`src/rtl/id_stage_if.sv`:
```
// Decode-stage bus: fetch handshake, hazard/write-back inputs and the ID/EX bundle.
// The decode side uses the slave modport; the fetch/pipeline side uses master.
interface id_stage_if #(
  parameter int DATA_W = 16,
  parameter int RA_W   = 3
);
  logic [DATA_W-1:0] inst;
  logic [DATA_W-1:0] pc_calc;
  logic              stall;
  logic [DATA_W-1:0] pcj_mux;
  logic              choice_mux;

  logic              ex_mem_read;
  logic              ex_reg_write;
  logic [RA_W-1:0]   ex_rd;
  logic              mem_reg_write;
  logic [RA_W-1:0]   mem_rd;

  logic              wb_we;
  logic [RA_W-1:0]   wb_addr;
  logic [DATA_W-1:0] wb_data;

  logic              idex_valid;
  logic              idex_reg_write;
  logic              idex_mem_read;
  logic              idex_mem_write;
  logic              idex_alu_src;
  logic [2:0]        idex_alu_op;
  logic [DATA_W-1:0] idex_rs_val;
  logic [DATA_W-1:0] idex_rt_val;
  logic [DATA_W-1:0] idex_imm;
  logic [RA_W-1:0]   idex_rs;
  logic [RA_W-1:0]   idex_rt;
  logic [RA_W-1:0]   idex_rd;

  modport slave (
    input  inst, pc_calc, ex_mem_read, ex_reg_write, ex_rd, mem_reg_write, mem_rd,
           wb_we, wb_addr, wb_data,
    output stall, pcj_mux, choice_mux,
           idex_valid, idex_reg_write, idex_mem_read, idex_mem_write, idex_alu_src,
           idex_alu_op, idex_rs_val, idex_rt_val, idex_imm, idex_rs, idex_rt, idex_rd
  );

  modport master (
    output inst, pc_calc, ex_mem_read, ex_reg_write, ex_rd, mem_reg_write, mem_rd,
           wb_we, wb_addr, wb_data,
    input  stall, pcj_mux, choice_mux,
           idex_valid, idex_reg_write, idex_mem_read, idex_mem_write, idex_alu_src,
           idex_alu_op, idex_rs_val, idex_rt_val, idex_imm, idex_rs, idex_rt, idex_rd
  );
endinterface

```
`src/rtl/id_stage.sv`:
```
// Decode stage: IF/ID latch, 8x16 register file with write-before-read bypass,
// decoder, load-use/branch hazard detection, branch/jump resolution and ID/EX latch.
module id_stage #(
  parameter int DATA_W = 16,
  parameter int RA_W   = 3
) (
  input logic      clock,
  input logic      reset,
  id_stage_if.slave bus
);
  localparam int NREG = 1 << RA_W;

  localparam logic [3:0] OP_R    = 4'd0;
  localparam logic [3:0] OP_ADDI = 4'd1;
  localparam logic [3:0] OP_LW   = 4'd2;
  localparam logic [3:0] OP_SW   = 4'd3;
  localparam logic [3:0] OP_BEQ  = 4'd4;
  localparam logic [3:0] OP_BNE  = 4'd5;
  localparam logic [3:0] OP_J    = 4'd6;

  // Handshake: idex_valid qualifies the whole idex_* bundle for one cycle (no ready,
  // EX always accepts); stall is the only backpressure and freezes fetch plus IF/ID.
  logic              ifid_valid;
  logic [DATA_W-1:0] ifid_inst;
  logic [DATA_W-1:0] ifid_pc;

  logic [DATA_W-1:0] rf [NREG];

  logic [3:0]        op;
  logic [RA_W-1:0]   rs, rt, rd_field;
  logic [DATA_W-1:0] imm;
  logic [DATA_W-1:0] rs_val, rt_val;

  logic is_r, is_addi, is_lw, is_sw, is_beq, is_bne, is_j, is_br, uses_rt;
  logic load_use, rs_br_haz, rt_br_haz, branch_haz, taken;
  logic stall_c, choice_c;
  logic [DATA_W-1:0] target;
  logic [RA_W-1:0]   dest;

  assign op       = ifid_inst[15:12];
  assign rs       = ifid_inst[11:9];
  assign rt       = ifid_inst[8:6];
  assign rd_field = ifid_inst[5:3];
  assign imm      = {{(DATA_W-6){ifid_inst[5]}}, ifid_inst[5:0]};

  assign is_r    = (op == OP_R);
  assign is_addi = (op == OP_ADDI);
  assign is_lw   = (op == OP_LW);
  assign is_sw   = (op == OP_SW);
  assign is_beq  = (op == OP_BEQ);
  assign is_bne  = (op == OP_BNE);
  assign is_j    = (op == OP_J);
  assign is_br   = is_beq | is_bne;
  assign uses_rt = is_r | is_sw | is_br;

  // r0 is hard-wired to zero; otherwise a same-cycle write-back wins over the array.
  assign rs_val = (rs == '0) ? '0 :
                  (bus.wb_we && (bus.wb_addr == rs)) ? bus.wb_data : rf[rs];
  assign rt_val = (rt == '0) ? '0 :
                  (bus.wb_we && (bus.wb_addr == rt)) ? bus.wb_data : rf[rt];

  assign load_use = bus.ex_mem_read && (bus.ex_rd != '0) &&
                    ((bus.ex_rd == rs) || (uses_rt && (bus.ex_rd == rt)));

  // Branches compare in ID, so any producer still in EX or MEM must drain first.
  assign rs_br_haz = (rs != '0) &&
                     ((bus.ex_reg_write && (bus.ex_rd == rs)) ||
                      (bus.mem_reg_write && (bus.mem_rd == rs)));
  assign rt_br_haz = (rt != '0) &&
                     ((bus.ex_reg_write && (bus.ex_rd == rt)) ||
                      (bus.mem_reg_write && (bus.mem_rd == rt)));
  assign branch_haz = is_br && (rs_br_haz || rt_br_haz);

  assign stall_c  = ifid_valid && (load_use || branch_haz);
  assign taken    = (is_beq && (rs_val == rt_val)) || (is_bne && (rs_val != rt_val));
  assign choice_c = ifid_valid && !stall_c && (taken || is_j);
  assign target   = is_j ? {ifid_pc[DATA_W-1:12], ifid_inst[11:0]} : (ifid_pc + imm);

  assign bus.stall      = stall_c;
  assign bus.choice_mux = choice_c;
  assign bus.pcj_mux    = choice_c ? target : '0;

  assign dest = is_r ? rd_field : ((is_addi || is_lw) ? rt : '0);

  always_ff @(posedge clock or posedge reset) begin
    if (reset) begin
      ifid_valid <= 1'b0;
      ifid_inst  <= '0;
      ifid_pc    <= '0;
    end else if (stall_c) begin
      ifid_valid <= ifid_valid;
    end else if (choice_c) begin
      ifid_valid <= 1'b0;
      ifid_inst  <= bus.inst;
      ifid_pc    <= bus.pc_calc;
    end else begin
      ifid_valid <= 1'b1;
      ifid_inst  <= bus.inst;
      ifid_pc    <= bus.pc_calc;
    end
  end

  always_ff @(posedge clock or posedge reset) begin
    if (reset) begin
      for (int i = 0; i < NREG; i++) rf[i] <= '0;
    end else if (bus.wb_we && (bus.wb_addr != '0)) begin
      rf[bus.wb_addr] <= bus.wb_data;
    end
  end

  always_ff @(posedge clock or posedge reset) begin
    if (reset) begin
      bus.idex_valid     <= 1'b0;
      bus.idex_reg_write <= 1'b0;
      bus.idex_mem_read  <= 1'b0;
      bus.idex_mem_write <= 1'b0;
      bus.idex_alu_src   <= 1'b0;
      bus.idex_alu_op    <= '0;
      bus.idex_rs_val    <= '0;
      bus.idex_rt_val    <= '0;
      bus.idex_imm       <= '0;
      bus.idex_rs        <= '0;
      bus.idex_rt        <= '0;
      bus.idex_rd        <= '0;
    end else if (stall_c || !ifid_valid) begin
      bus.idex_valid     <= 1'b0;
      bus.idex_reg_write <= 1'b0;
      bus.idex_mem_read  <= 1'b0;
      bus.idex_mem_write <= 1'b0;
      bus.idex_alu_src   <= 1'b0;
      bus.idex_alu_op    <= '0;
      bus.idex_rs_val    <= '0;
      bus.idex_rt_val    <= '0;
      bus.idex_imm       <= '0;
      bus.idex_rs        <= '0;
      bus.idex_rt        <= '0;
      bus.idex_rd        <= '0;
    end else begin
      bus.idex_valid     <= 1'b1;
      bus.idex_reg_write <= is_r | is_addi | is_lw;
      bus.idex_mem_read  <= is_lw;
      bus.idex_mem_write <= is_sw;
      bus.idex_alu_src   <= is_addi | is_lw | is_sw;
      bus.idex_alu_op    <= is_r ? ifid_inst[2:0] : 3'b000;
      bus.idex_rs_val    <= rs_val;
      bus.idex_rt_val    <= rt_val;
      bus.idex_imm       <= imm;
      bus.idex_rs        <= rs;
      bus.idex_rt        <= rt;
      bus.idex_rd        <= dest;
    end
  end
endmodule

```
`src/flat_wrapper.sv`:
```
// flat-port wrapper written by rule: the top's interface ports become plain ports
module id_stage_flat 
#(
  parameter int DATA_W = 16,
  parameter int RA_W   = 3
)
  (clock, reset, bus_inst, bus_pc_calc, bus_ex_mem_read, bus_ex_reg_write, bus_ex_rd, bus_mem_reg_write, bus_mem_rd, bus_wb_we, bus_wb_addr, bus_wb_data, bus_stall, bus_pcj_mux, bus_choice_mux, bus_idex_valid, bus_idex_reg_write, bus_idex_mem_read, bus_idex_mem_write, bus_idex_alu_src, bus_idex_alu_op, bus_idex_rs_val, bus_idex_rt_val, bus_idex_imm, bus_idex_rs, bus_idex_rt, bus_idex_rd);
  id_stage_if #(.DATA_W(DATA_W), .RA_W(RA_W)) bus_i ();
  input logic clock;
  input logic reset;
  input wire logic [$bits(bus_i.inst)-1:0] bus_inst;
  input wire logic [$bits(bus_i.pc_calc)-1:0] bus_pc_calc;
  input wire logic [$bits(bus_i.ex_mem_read)-1:0] bus_ex_mem_read;
  input wire logic [$bits(bus_i.ex_reg_write)-1:0] bus_ex_reg_write;
  input wire logic [$bits(bus_i.ex_rd)-1:0] bus_ex_rd;
  input wire logic [$bits(bus_i.mem_reg_write)-1:0] bus_mem_reg_write;
  input wire logic [$bits(bus_i.mem_rd)-1:0] bus_mem_rd;
  input wire logic [$bits(bus_i.wb_we)-1:0] bus_wb_we;
  input wire logic [$bits(bus_i.wb_addr)-1:0] bus_wb_addr;
  input wire logic [$bits(bus_i.wb_data)-1:0] bus_wb_data;
  output wire logic [$bits(bus_i.stall)-1:0] bus_stall;
  output wire logic [$bits(bus_i.pcj_mux)-1:0] bus_pcj_mux;
  output wire logic [$bits(bus_i.choice_mux)-1:0] bus_choice_mux;
  output wire logic [$bits(bus_i.idex_valid)-1:0] bus_idex_valid;
  output wire logic [$bits(bus_i.idex_reg_write)-1:0] bus_idex_reg_write;
  output wire logic [$bits(bus_i.idex_mem_read)-1:0] bus_idex_mem_read;
  output wire logic [$bits(bus_i.idex_mem_write)-1:0] bus_idex_mem_write;
  output wire logic [$bits(bus_i.idex_alu_src)-1:0] bus_idex_alu_src;
  output wire logic [$bits(bus_i.idex_alu_op)-1:0] bus_idex_alu_op;
  output wire logic [$bits(bus_i.idex_rs_val)-1:0] bus_idex_rs_val;
  output wire logic [$bits(bus_i.idex_rt_val)-1:0] bus_idex_rt_val;
  output wire logic [$bits(bus_i.idex_imm)-1:0] bus_idex_imm;
  output wire logic [$bits(bus_i.idex_rs)-1:0] bus_idex_rs;
  output wire logic [$bits(bus_i.idex_rt)-1:0] bus_idex_rt;
  output wire logic [$bits(bus_i.idex_rd)-1:0] bus_idex_rd;
  assign bus_i.inst = bus_inst;
  assign bus_i.pc_calc = bus_pc_calc;
  assign bus_i.ex_mem_read = bus_ex_mem_read;
  assign bus_i.ex_reg_write = bus_ex_reg_write;
  assign bus_i.ex_rd = bus_ex_rd;
  assign bus_i.mem_reg_write = bus_mem_reg_write;
  assign bus_i.mem_rd = bus_mem_rd;
  assign bus_i.wb_we = bus_wb_we;
  assign bus_i.wb_addr = bus_wb_addr;
  assign bus_i.wb_data = bus_wb_data;
  assign bus_stall = bus_i.stall;
  assign bus_pcj_mux = bus_i.pcj_mux;
  assign bus_choice_mux = bus_i.choice_mux;
  assign bus_idex_valid = bus_i.idex_valid;
  assign bus_idex_reg_write = bus_i.idex_reg_write;
  assign bus_idex_mem_read = bus_i.idex_mem_read;
  assign bus_idex_mem_write = bus_i.idex_mem_write;
  assign bus_idex_alu_src = bus_i.idex_alu_src;
  assign bus_idex_alu_op = bus_i.idex_alu_op;
  assign bus_idex_rs_val = bus_i.idex_rs_val;
  assign bus_idex_rt_val = bus_i.idex_rt_val;
  assign bus_idex_imm = bus_i.idex_imm;
  assign bus_idex_rs = bus_i.idex_rs;
  assign bus_idex_rt = bus_i.idex_rt;
  assign bus_idex_rd = bus_i.idex_rd;
  id_stage #(.DATA_W(DATA_W), .RA_W(RA_W)) u_core (.clock(clock), .reset(reset), .bus(bus_i));
endmodule
```
`config.mk`:
```
export PLATFORM = sky130hd
export DESIGN_NAME = id_stage_flat
export DESIGN_NICKNAME = d
export VERILOG_FILES = /design/src/rtl/id_stage_if.sv /design/src/rtl/id_stage.sv /design/src/flat_wrapper.sv
export SDC_FILE = /design/constraint.sdc
export NUM_CORES = 1
export LEC_CHECK = 0
export CORE_MARGIN = 4
export CORE_UTILIZATION = 53
export DETAILED_ROUTE_END_ITERATION = 7
export DONT_BUFFER_PORTS = 1
export PLACE_DENSITY_LB_ADDON = 0.08
export SKIP_LAST_GASP = 1
export SLEW_MARGIN = 15
export SYNTH_ARGS = -nofsm -noshare
export SYNTH_HDL_FRONTEND = slang
export SYNTH_SLANG_ARGS = --single-unit
```
`constraint.sdc`:
```
create_clock -name clock -period 23.2 [get_ports clock]
set_input_delay 4.64 -clock clock [delete_from_list [all_inputs] [get_ports clock]]
set_output_delay 4.64 -clock clock [all_outputs]
set_load 0.005 [all_outputs]
```
== After elaboration in Yosys (flattened, before gate mapping) ==
Cells that the tools add are included.

* Input port bits: 63
* Output and inout bits: 83
* Latch bits: 0
* Logic and storage cells: 120
* RAM bits: 0
* Register bits: 226
* Memories: 0
* Memory bits (read-only): 0

* Eq/ne operators: 14
* Shift-type cells: 0
* Mux-type cells: 31
* Div/mod/pow operators: 0
* Add/sub/neg operators: 1
* Reduce and logical (&&, ||, !) cells: 37
* Bitwise operators: 10
* Order comparisons: 4
* $mul: 0

{| class="wikitable"
|+ Operator list
! kind !! count
|-
| two-way mux 16 bit || 14
|-
| bitwise mux 128 bit || 1
|-
| binary-select mux 16 bit (select 3 bit) || 2
|-
| demux 16 bit (select 3 bit) || 1
|-
| two-way mux 3 bit || 7
|-
| logical AND 1 bit || 19
|-
| equality test 3 bit || 6
|-
| adder 16 bit || 1
|-
| equality test 16 bit || 1
|-
| inequality test 16 bit || 1
|-
| equality test 4 x 3 -> 1 bit, second input constant || 3
|-
| >= comparator 4 bit, second input constant || 3
|-
| inverter 3 -> 4 bit || 3
|-
| nonzero test 3 bit || 4
|-
| logical OR 1 bit || 9
|-
| equality test 4 x 2 -> 1 bit, second input constant || 2
|-
| bitwise OR 1 bit || 7
|-
| zero test 3 bit || 2
|-
| two-way mux 1 bit || 6
|-
| equality test 4 x 1 -> 1 bit, second input constant || 1
|-
| zero test 4 bit || 1
|-
| less-than comparator 4 x 1 -> 1 bit, second input constant || 1
|-
| zero test 1 bit || 2
|}

== Logic depth before layout (Yosys ltp) ==
* Word-level depth: 12
* Gate-level depth with buffers: 13
* Depth with buffers taken out: 11

== Least setup slack after synthesis ==
No wires, ideal clock.

* Path kind: input port to output port
* Start point: input port bus_wb_addr[2]
* End point: output port bus_pcj_mux[11]
* Data arrival time: 7.261 ns
* Setup slack: 11.299 ns
* Path buffers: 3
* Stages on the path: 12
* Required time: 18.560 ns
* Path through: clkbuf_1 > xnor2_1 > nand4_4 > buf_6 > mux2i_1 > xor2_1 > nor4_1 > o32ai_2 > o41ai_4 > xnor2_2 > buf_6 > nor3_2

* Word-level cells in the longest chain between the ends: 10
* Elaborated cells between the ends (all ways): 16
* Those cells by class: eq/ne: 4; mux: 5; reduce/logical: 7

{| class="wikitable"
|+ RTL lines
! item !! line !! RTL
|-
| from (decl) || flat_wrapper.sv:19 || <nowiki>input wire logic [$bits(bus_i.wb_addr)-1:0] bus_wb_addr;</nowiki>
|-
| equality test 3 bit, on equally long branches || id_stage.sv:58, id_stage.sv:60 ||
|-
| logical AND 1 bit, on equally long branches || id_stage.sv:58, id_stage.sv:60 ||
|-
| two-way mux 16 bit, on equally long branches || id_stage.sv:58, id_stage.sv:60 ||
|-
| two-way mux 16 bit, on equally long branches || id_stage.sv:57, id_stage.sv:59 ||
|-
| equality test 16 bit or inequality test 16 bit (tied branches) || id_stage.sv:75 || <nowiki>assign taken = (is_beq && (rs_val == rt_val)) || (is_bne && (rs_val != rt_val));</nowiki>
|-
| logical AND 1 bit || id_stage.sv:75 ||
|-
| logical OR 1 bit (*) || id_stage.sv:75 ||
|-
| logical OR 1 bit (*) || id_stage.sv:76 || <nowiki>assign choice_c = ifid_valid && !stall_c && (taken || is_j);</nowiki>
|-
| logical AND 1 bit (*) || id_stage.sv:76 ||
|-
| two-way mux 16 bit (*) || id_stage.sv:81 || <nowiki>assign bus.pcj_mux = choice_c ? target : '0;</nowiki>
|-
| to (decl) || flat_wrapper.sv:22 || <nowiki>output wire logic [$bits(bus_i.pcj_mux)-1:0] bus_pcj_mux;</nowiki>
|}

Every way passes the cells marked *; elsewhere a longest branch is shown, timed or not.

== Final worst setup path ==
* Start point: input port bus_wb_addr[2]
* End point: output port bus_pcj_mux[12]

The elaborated chain is that of the path after synthesis.

==> impl_metrics.toml <==
[run_status]
status = "complete, no violations"

[yosys]
syn-num-nets = 987
synth_cell_type_count = 59
ys.flop_type = "dfrtp_1"
seq_area_frac_synth_pct = 45.8
synthArstFlopShare_pct = 100
netlist_instances = 908
synth_area_mm2 = 0.0118
ys_warn_count = 0
syn_area_per_cell_um2 = 13.0
synth-edff-count = 0
ys_ff_latch = 216

[die]
fp.dieW_um = 157
start_util_pct = 53.9
core_area_mm2 = 0.0219
dieArea_mm2 = 0.0247
std_cell_rows = 54
io_pins = 146
dieHeight_um = 157

[global_routing]
antenna_found_initial = 0
grt_pass1_wl_mm = 46.2
overflow = 0
grt_pass1_vias = 7755
grt_max_degree = 134
grt_usage_pct = 24.1

[worst_hold_path]
min_path_type = "register to register"
holdCritStartpoint = "u_core.rf[124]$_DFFE_PP0P_"
hold_path_depth = 0

[route]
first_iter_violations = 398
vias = 7340
routed_wirelength_mm = 29.6
ant_nets = 0
firstDrtPassIters = 5
avgViaCountPerCell = 6.33
wl_per_cell_um = 25.5
drc = 0

[clock_tree]
cts-root-buf = "clkbuf_16"
cts.reportedPaths.clkPinSlew_ps = 60
clock_sinks = 216
ctsHoldBuffers = 0
clockBufferDepth = 3
cts_max_level = 1
cts_buffers = 24
cts_tree = "yes"
cts_setup_buffers = 0
cts_resized = 0
clock_latency_ps = 520

[final_layout]
antennaDiodeCount = 0
nets = 943
area_growth_pct = 7.14
multi_input_area_mm2 = 0.00601
regArea_mm2 = 0.00541
fin_cells = 1159
fillCellCount = 1784
final_core_util_pct = 57.8
layout-drive-gt1-share_pct = 36.9
final_cell_area_mm2 = 0.0127

[timing]
slew_headroom_pct = 32.7
rsz0062_at_grt = "no"
worst_slack_ps = 10460
worstMarginPinSlew_ps = 1000
slew_viol_final = 0
holdWs_ps = 398
fin_crit_ps = 12740
max_freq_mhz = 78.5
tns_ps = 0
fin_crit_sh_pct = 54.9
skew_ps = 8.52
hold_viol = 0
setup_viol = 0

[power_and_ir_drop]
ir_drop_mv = 0.0516
powerDensity_mw_per_mm2 = 96.9
fin_total_pwr_mw = 1.23
p_leak_nw = 5.42

[setup_path]
worst-setup-path-type = "primary input to primary output"
cp.depth = 9
cp_slowest_stage_delay_ps = 660
crit_path_start = "bus_wb_addr[2]"
cp_slowest_cell = "nand4_2"
r2r_cells = 10
r2r-start = "u_core.ifid_inst[6]$_DFFE_PP0N_"
worstPathCellList = "xnor2_1 > nand4_2 > mux2i_1 > xor2_1 > nor4_1 > o32ai_2 > o41ai_4 > xnor2_2 > nor4_1"
path_max_fanout = 16
start_kind = "primary input"
cp_data_arrival_time_ps = 8100
crit_top_cell = "nor4_1"
worstPathRequired_ps = 18560
cp_top_family = "simple AND/OR/NAND/NOR gates"
endpoint_kind = "primary output"
crit_buf_inv = 0

[place]
dp_hpwl_mm = 19.2
place_inst = 1118
place_area_mm2 = 0.0119
io_buffer_count = 0
place_congestion = 0.930
post-place-ws_ps = 10410

[run]
maxCapViolCount = 0
registers in the layout, summed over array words and instances (netlist names):
signal / flops
u_core.bus.idex_rt: 3
u_core.rf: 128
u_core.ifid_inst: 16
u_core.ifid_valid: 1
u_core.bus.idex_valid: 1
u_core.bus.idex_rs_val: 16
u_core.bus.idex_mem_read: 1
u_core.ifid_pc: 16
u_core.bus.idex_alu_src: 1
u_core.bus.idex_rd: 3
u_core.bus.idex_imm: 6
u_core.bus.idex_mem_write: 1
u_core.bus.idex_rs: 3
u_core.bus.idex_reg_write: 1
u_core.bus.idex_rt_val: 16
u_core.bus.idex_alu_op: 3
cell type report:
type,count,share of cell area [%]
flip-flops and latches,216,42.8
multi-input cells,603,47.5
clock buffers,39,5.76
clock inverters,2,0.0791
inverters,3,0.148
well taps,280,2.77
repair buffers,16,0.979
cells in the final DEF, fill, tap and decap left out, drive strengths merged, types with 2 or more instances in the layout:
master	n
a211o	2
a211oi	3
a21o	4
a21oi	42
a22o	4
and2	16
and3	8
and4bb	4
buf	16
clkbuf	39
clkinv	2
dfrtp	216
ha	15
inv	3
mux2	176
mux2i	38
mux4	64
nand2	25
nand2b	5
nand3	5
nand3b	2
nand4	7
nand4b	3
nor2	71
nor2b	3
nor3	22
nor3b	6
nor4	5
nor4b	2
nor4bb	2
o211ai	5
o21ai	3
o32ai	4
or2	5
or3	4
xnor2	30
xor2	8
report_power, final:
group | total, mW | switching, mW | internal, mW | leakage [nW]
registers | 0.513 | 0.0594 | 0.453 | 2.65
clock network | 0.357 | 0.145 | 0.212 | 0.362
logic | 0.356 | 0.177 | 0.180 | 2.40
worst reg2reg max path, delay by kind of cell, from the launching register on:
family | cells | cell delay [ps]
muxes | 1 | 610
DFF | 1 | 680
AOI/OAI and AO/OA | 2 | 680
xor gates and xnor gates | 2 | 650
and+or+nand+nor | 4 | 1280
buffers and inverters | 1 | 620
worst paths after layout:
path | to | slack [ps]
max | bus_pcj_mux[12] | 10460
min | u_core.rf[124]$_DFFE_PP0P_ | 400
max reg2reg | u_core.ifid_valid$_DFFE_PP0N_ | 18560
min reg2reg | u_core.rf[124]$_DFFE_PP0P_ | 400
max in group asynchronous | u_core.ifid_inst[9]$_DFFE_PP0N_ | 17750
min in group asynchronous | u_core.bus.idex_imm[14]$_DFF_PP0_ | 4170
metal layers:
layer / vias up / global-route usage (%) / share of wire, %
met4: 0 / 5.94 / 2.3
met5: - / 0 / 0
li1: 3240 / - / -
met1: 3840 / 34.6 / 44
met2: 206 / 38.5 / 48
met3: 54 / 4.56 / 5.5
Yosys cell counts (3+ instances only):
cell	n	area (um^2)
a211oi_1	3	22.5
a21o_1	4	30.0
a21oi_1	42	210
a22o_1	3	26.3
and2_1	16	100
and3_1	8	50.1
and4bb_1	3	37.5
buf_1	3	11.3
buf_2	10	50.1
buf_4	13	97.6
buf_6	5	56.3
clkbuf_1	54	203
dfrtp_1	216	5410
ha_1	15	188
inv_1	3	11.3
mux2_2	176	1980
mux2i_1	34	340
mux2i_2	4	55.1
mux4_2	62	1400
nand2_1	25	93.8
nand2b_1	5	31.3
nand3_1	5	25.0
nand4_1	5	31.3
nand4b_1	3	26.3
nor2_1	71	267
nor2b_1	3	18.8
nor3_1	13	65.1
nor3_2	9	90.1
nor3b_1	6	45.0
nor4_1	5	31.3
o211ai_1	5	37.5
o21ai_0	3	15.0
o32ai_1	3	26.3
or2_2	5	31.3
or3_1	4	25.0
xnor2_1	29	254
xor2_1	8	70.1
kinds of logic after synthesis:
kind of cell	synth area share, %
compound gates	4.26
xor+xnor	2.88
fa+ha+maj	1.76
buf+inv	3.80
flops	45.8
mux	32.4
simple gates	9.11
(Power assumes the default switching activity.)
